[config.mk]
export PLATFORM = sky130hd
export DESIGN_NAME = bta_rca_pipe
export DESIGN_NICKNAME = d
export VERILOG_FILES = /design/src/rtl/bta_pkg.sv /design/src/rtl/bta_rca_node.sv /design/src/rtl/bta_rca_pipe.sv
export SDC_FILE = /design/constraint.sdc
export NUM_CORES = 1
export LEC_CHECK = 0
export BUFFER_PORTS_ARGS = -buffer_cell sky130_fd_sc_hd__clkbuf_2
export CAP_MARGIN = 20
export CORE_MARGIN = 10
export CORE_UTILIZATION = 46
export DETAILED_ROUTE_END_ITERATION = 10
export GPL_TIMING_DRIVEN = 0
export PLACE_DENSITY = 0.69
export SETUP_SLACK_MARGIN = 0.5
export SYNTH_ARGS = -nofsm -noshare
export SYNTH_HDL_FRONTEND = slang
export SYNTH_HIERARCHICAL = 1
export SYNTH_SLANG_ARGS = --single-unit
[constraint.sdc]
create_clock -name clk -period 16.27 [get_ports clk]
set_input_delay 3.254 -clock clk [delete_from_list [all_inputs] [get_ports clk]]
set_output_delay 3.254 -clock clk [all_outputs]
set_load 0.01 [all_outputs]
[src/rtl/bta_pkg.sv]
// Shared helpers for the pipelined multi-operand ripple-carry tree adder.
package bta_pkg;

  function automatic int clog2(input int v);
    int r;
    r = 0;
    while ((1 << r) < v) r++;
    return r;
  endfunction

  // Width of the addends entering tree level j; the node output is one bit wider.
  function automatic int node_width(input int w, input int j);
    return w + j;
  endfunction

  function automatic int stage_count(input int n, input int lps);
    return (clog2(n) + lps - 1) / lps;
  endfunction

  localparam int N_DEF = 16;
  localparam int W_DEF = 16;
  localparam int S     = W_DEF + clog2(N_DEF);

endpackage

[src/rtl/bta_rca_node.sv]
// One tree node: WIDTH-bit ripple-carry adder whose carry-out becomes the top sum bit.
module bta_rca_node #(
  parameter int WIDTH = 16
) (
  input  logic [WIDTH-1:0] a,
  input  logic [WIDTH-1:0] b,
  input  logic             cin,
  output logic [WIDTH:0]   sum
);

  always_comb begin
    logic c;
    c   = cin;
    sum = '0;
    for (int i = 0; i < WIDTH; i++) begin
      sum[i] = a[i] ^ b[i] ^ c;
      c      = (a[i] & b[i]) | (c & (a[i] ^ b[i]));
    end
    sum[WIDTH] = c;
  end

endmodule

[src/rtl/bta_rca_pipe.sv]
// Pipelined N-operand binary tree adder with valid/ready flow control.
// Optional accumulator and sticky overflow enabled by macro BTA_RCA_ACC_EN.
module bta_rca_pipe
  import bta_pkg::*;
#(
  parameter int N     = 16,
  parameter int W     = 16,
  parameter int LPS   = 1,
  parameter int ACC_W = W + clog2(N) + 8
) (
  input  logic             clk,
  input  logic             rst_n,
  input  logic             in_valid,
  output logic             in_ready,
  input  logic [N*W-1:0]   in_ops,
  input  logic             in_cin,
  input  logic             in_acc,
  output logic             out_valid,
  input  logic             out_ready,
  output logic [ACC_W-1:0] out_sum,
  output logic             out_ovf
);

  localparam int LG = clog2(N);
  localparam int TS = node_width(W, LG);

  // Handshake: a beat transfers on a rising edge when valid & ready are both high.
  // The whole pipe moves in lock-step: it advances when the output slot is empty
  // or being drained, otherwise every bank holds (bubbles are kept, not squeezed).
  logic adv;
  assign adv      = out_ready | ~out_valid;
  assign in_ready = adv;

  for (genvar j = 0; j < LG; j++) begin : gen_lvl
    localparam int NI = N >> j;
    localparam int NO = NI / 2;
    localparam int DW = node_width(W, j);

    logic [DW-1:0] din  [NI];
    logic          din_vld;
    logic          din_acc;
    logic [DW:0]   sum  [NO];
    logic [DW:0]   dout [NO];
    logic          dout_vld;
    logic          dout_acc;

    if (j == 0) begin : gen_src
      for (genvar k = 0; k < NI; k++) begin : gen_op
        assign din[k] = in_ops[k*W +: W];
      end
      assign din_vld = in_valid;
      assign din_acc = in_acc;
    end else begin : gen_src
      for (genvar k = 0; k < NI; k++) begin : gen_op
        assign din[k] = gen_lvl[j-1].dout[k];
      end
      assign din_vld = gen_lvl[j-1].dout_vld;
      assign din_acc = gen_lvl[j-1].dout_acc;
    end

    for (genvar i = 0; i < NO; i++) begin : gen_node
      logic node_cin;
      assign node_cin = (j == 0 && i == 0) ? in_cin : 1'b0;
      bta_rca_node #(.WIDTH(DW)) u_node (
        .a   (din[2*i]),
        .b   (din[2*i+1]),
        .cin (node_cin),
        .sum (sum[i])
      );
    end

    // The last level always feeds the output bank, so it is never registered here.
    if (j < LG - 1 && ((j + 1) % LPS) == 0) begin : gen_reg
      always_ff @(posedge clk) begin
        if (!rst_n) begin
          dout_vld <= 1'b0;
          dout_acc <= 1'b0;
          for (int i = 0; i < NO; i++) dout[i] <= '0;
        end else if (adv) begin
          dout_vld <= din_vld;
          dout_acc <= din_acc;
          for (int i = 0; i < NO; i++) dout[i] <= sum[i];
        end
      end
    end else begin : gen_comb
      for (genvar i = 0; i < NO; i++) begin : gen_pass
        assign dout[i] = sum[i];
      end
      assign dout_vld = din_vld;
      assign dout_acc = din_acc;
    end
  end

  logic [TS-1:0]    tree_sum;
  logic             fin_vld;
  logic             fin_acc;
  logic [ACC_W-1:0] tree_ext;
  logic [ACC_W-1:0] sum_q;
  logic             vld_q;

  assign tree_sum  = gen_lvl[LG-1].dout[0];
  assign fin_vld   = gen_lvl[LG-1].dout_vld;
  assign fin_acc   = gen_lvl[LG-1].dout_acc;
  assign tree_ext  = ACC_W'(tree_sum);
  assign out_sum   = sum_q;
  assign out_valid = vld_q;

`ifdef BTA_RCA_ACC_EN
  logic [ACC_W:0] acc_add;
  logic           ovf_q;

  assign acc_add = {1'b0, sum_q} + {1'b0, tree_ext};
  assign out_ovf = ovf_q;

  always_ff @(posedge clk) begin
    if (!rst_n) begin
      vld_q <= 1'b0;
      sum_q <= '0;
      ovf_q <= 1'b0;
    end else if (adv) begin
      vld_q <= fin_vld;
      if (fin_vld) begin
        if (fin_acc) begin
          sum_q <= acc_add[ACC_W-1:0];
          ovf_q <= ovf_q | acc_add[ACC_W];
        end else begin
          sum_q <= tree_ext;
          ovf_q <= 1'b0;
        end
      end
    end
  end
`else
  logic unused_acc;
  assign unused_acc = fin_acc;
  assign out_ovf    = 1'b0;

  always_ff @(posedge clk) begin
    if (!rst_n) begin
      vld_q <= 1'b0;
      sum_q <= '0;
    end else if (adv) begin
      vld_q <= fin_vld;
      if (fin_vld) sum_q <= tree_ext;
    end
  end
`endif

endmodule

==> results by group <==
Outcome
  • Status: finished, final reports clean

Synth
  • Leading area contributor after synthesis: edfxtp_1
  • Number of flops mapped to enable cells by yosys: 246
  • Top-area cell type share of the netlist area: 0.4660
  • YS warnings: 6
  • Most frequent cell after synthesis: fa_1
  • Async S/R FF share, synth: 0
  • Post-synthesis sequential area ratio: 0.4963
  • Yosys reg bits: 270
  • Synth top area cells: edfxtp_1 47%, fa_1 32%, and3_1 8.4%, inv_1 3.6%, dfxtp_1 3.0%
  • Post-synthesis simple-gate area fraction: 0.1093
  • Cell variety after synth: 17
  • Mux contribution to synthesized area: 0.01263
  • Synth Area in Adders: 0.3170
  • Top FF cell, synth: edfxtp_1
  • Cell Area, Synth: 15850 um^2
  • Largest family of logic cells by synthesized area: adder cells
  • Compound-Gate Fraction of Synth Area: 0.001894
  • Post-Synthesis Cells: 1058
  • Post-synth top cells: 251 x fa_1, 246 x edfxtp_1, 212 x and3_1, 150 x inv_1, 48 x nand2_1
  • Post-Syn Area per Cell: 14.98 um^2
  • Synth Area in XOR/XNOR: 0

Worst setup path
  • FF-to-FF path depth: 25
  • Reg-to-reg slack, setup: 7.92 ns
  • Crit path launch: in_ops[64]
  • CP Launch Type: input port
  • Critical R2R Capture: out_sum[18]
  • Critical setup path kind: input port to flop
  • Worst R2R Start: gen_lvl[2].dout[0][0]
  • CP endpoint kind: flop
  • Worst Path Arrival: 9.91 ns
  • Worst Path Required: 16.69 ns
  • Crit path max fanout: 1

Clock tree
  • CTS buffer count: 29
  • Clk_lat worst skew: 0.55 ns
  • CTS hold repair buffers: 0
  • Sink Count: 270
  • Clk buf depth: 3
  • Post-CTS Setup Bufs: 0
  • Depth of the CTS H-tree: 1
  • CTS tree: built
  • Root Buffer: clkbuf_16
  • Post-cts resize count: 0
  • Clk slew on worst S/H paths: 0.06 ns

Timing
  • RSZ-0062 raised after global routing: no
  • Total negative setup slack: 0 ns
  • Clk_skew: 0.01557 ns
  • Period utilisation layout: 0.5833
  • Rel. slew slack: 0.4723
  • Fin. Hold Viols: 0
  • Peak Freq: 105.4 MHz
  • Min cycle time layout: 9.491 ns
  • Tightest Pin Transition: 0.7908 ns
  • Pins Over Slew Limit: 0
  • Setup-failing EPs final: 0

Floorplan
  • Row count: 67
  • Die H: 205.6 um
  • Die area: 42290 um^2
  • Starting density of the core: 0.4692
  • Core area: 33780 um^2
  • Boundary Pins: 293
  • Chip width: 205.6 um

Global route
  • Tot GR Track Use: 0.1637
  • Initial antenna violation count: 3
  • Largest net degree at the start of global routing: 69
  • Remaining Overflow, GRT: 0
  • Global-route wire length before repair: 53630 um
  • Vias in the first global route: 10407

Power
  • VDD IR max: 0.08825 mV
  • Pwr Total: 2.009 mW
  • Static Leak: 9.298 nW
  • Power Dens Cells: 106.2 nW/um^2

Placement
  • RD Place Congestion: 0.8641
  • Post-DP HPWL: 28140 um
  • Port bufs: 281

Final layout
  • Syn-to-layout area delta: 19.31%
  • Layout cells sized above 1: 0.2541
  • Filler cell count: 2811
  • Nets@finish: 1908
  • Core Util, Final: 0.5598
  • ANT cells: 0

Drt
  • 1st-iter DRT viols: 475
  • Met1 WL: 13200 um
  • Routed WL: 34100 um
  • Vias: 8840
  • Drc violations: 0
  • Max layer used: met5
  • Wire length on met3: 1986 um
  • Via/cell ratio: 4.740
  • Final antenna-violating net count: 0
  • DR pass1 iterations: 5
  • Met2 WL: 18140 um
  • Drt wl/cell: 18.28 um

Hold path
  • Hold Path End: out_sum[19]
  • Hold_sp: out_sum[19]
  • Worst hold path cell count: 2
  • Min-Delay Path Class: flop to flop

Run
  • Max-cap check violation count: 0
[worst max-delay path, cell delays in order]
cell and delay [ns]:
clkbuf_2 0.09, fa_1 0.41, inv_1 0.07, fa_1 0.16, inv_1 0.05, fa_1 0.38, fa_1 0.39, fa_1 0.41
fa_1 0.40, fa_1 0.40, fa_1 0.40, fa_1 0.39, fa_1 0.40, fa_1 0.42, fa_1 0.40, fa_1 0.40
fa_1 0.40, fa_1 0.37, inv_1 0.08, fa_1 0.41, inv_1 0.07, and3_1 0.14
[cell families after synthesis]
family                     Yosys count
AOI/OAI and AO/OA                    4
muxes                               20
and+or+nand+nor                    295
adders and majority gates          251
other                                1
DFF                                270
buffers and inverters              217
[power by group]
| part | switching [mW] | total [mW] | internal (mW) |
|---|---|---|---|
| logic | 0.196 | 0.398 | 0.202 |
| registers | 0.0742 | 0.973 | 0.899 |
| clock network | 0.265 | 0.638 | 0.373 |
[routing by layer]
layer	track usage	up-vias
met4	0.04384	6
met3	0.03491	57
li1	-	4129
met5	0	-
met2	0.2923	234
met1	0.1963	4414
[flip-flops by register name, indices dropped and copies added, names as in the netlist]
name	cells
fin_vld	1
gen_lvl.dout	246
gen_lvl.dout_vld	2
out_sum	20
out_valid	1
[area by class of cell]
class | instances | area (um^2) | share of cell area
multi-input combinational | 593 | 7082 | 0.3744
clock inverter | 14 | 126.4 | 0.006682
buffer | 66 | 424.2 | 0.02243
clock buffer | 39 | 794.5 | 0.04201
sequential | 270 | 7868 | 0.4160
inverter | 151 | 569.3 | 0.03010
tap | 448 | 560.5 | 0.02964
timing repair buffer | 284 | 1489 | 0.07872
[placed cells by master (no fill, tap or decap), drive strengths merged]
cell / instances
inv: 152
o21a: 1
conb: 23
edfxtp: 246
mux2i: 20
clkinvlp: 1
dfxtp: 24
clkbuf: 355
a21boi: 3
nor2b: 1
buf: 34
fa: 251
nand2: 48
and3: 212
bufinv: 2
clkinv: 10
and2: 34
[worst max-delay path by stage]
stage                        endpoint  slack [ns]  cells after the start
6_report       gen_lvl[0].dout[0][49]        6.78                     22
5_1_grt        gen_lvl[0].dout[0][49]        6.53                     22
4_1_cts        gen_lvl[0].dout[1][32]        6.70                     22
3_5_place_dp   gen_lvl[0].dout[1][32]        6.13                     22
3_3_place_gp   gen_lvl[0].dout[1][22]        4.53                      3
2_1_floorplan  gen_lvl[0].dout[1][32]        6.70                     21
[stage by stage]
stage | area, um^2 | worst slack, ns | hold slack, ns | std cells
after floorplan | 15940 | 6.696 | 0.4412 | 1080
after global routing | 18910 | 6.534 | 0.4867 | 1865
after global placement | 17900 | 4.535 | 0.4445 | 1809
final | 18910 | 6.779 | 0.4586 | 1865
after CTS | 18910 | 6.704 | 0.4618 | 1865
after detailed placement | 17990 | 6.125 | 0.4537 | 1812
Note: power is estimated with default switching activity, not from simulation.
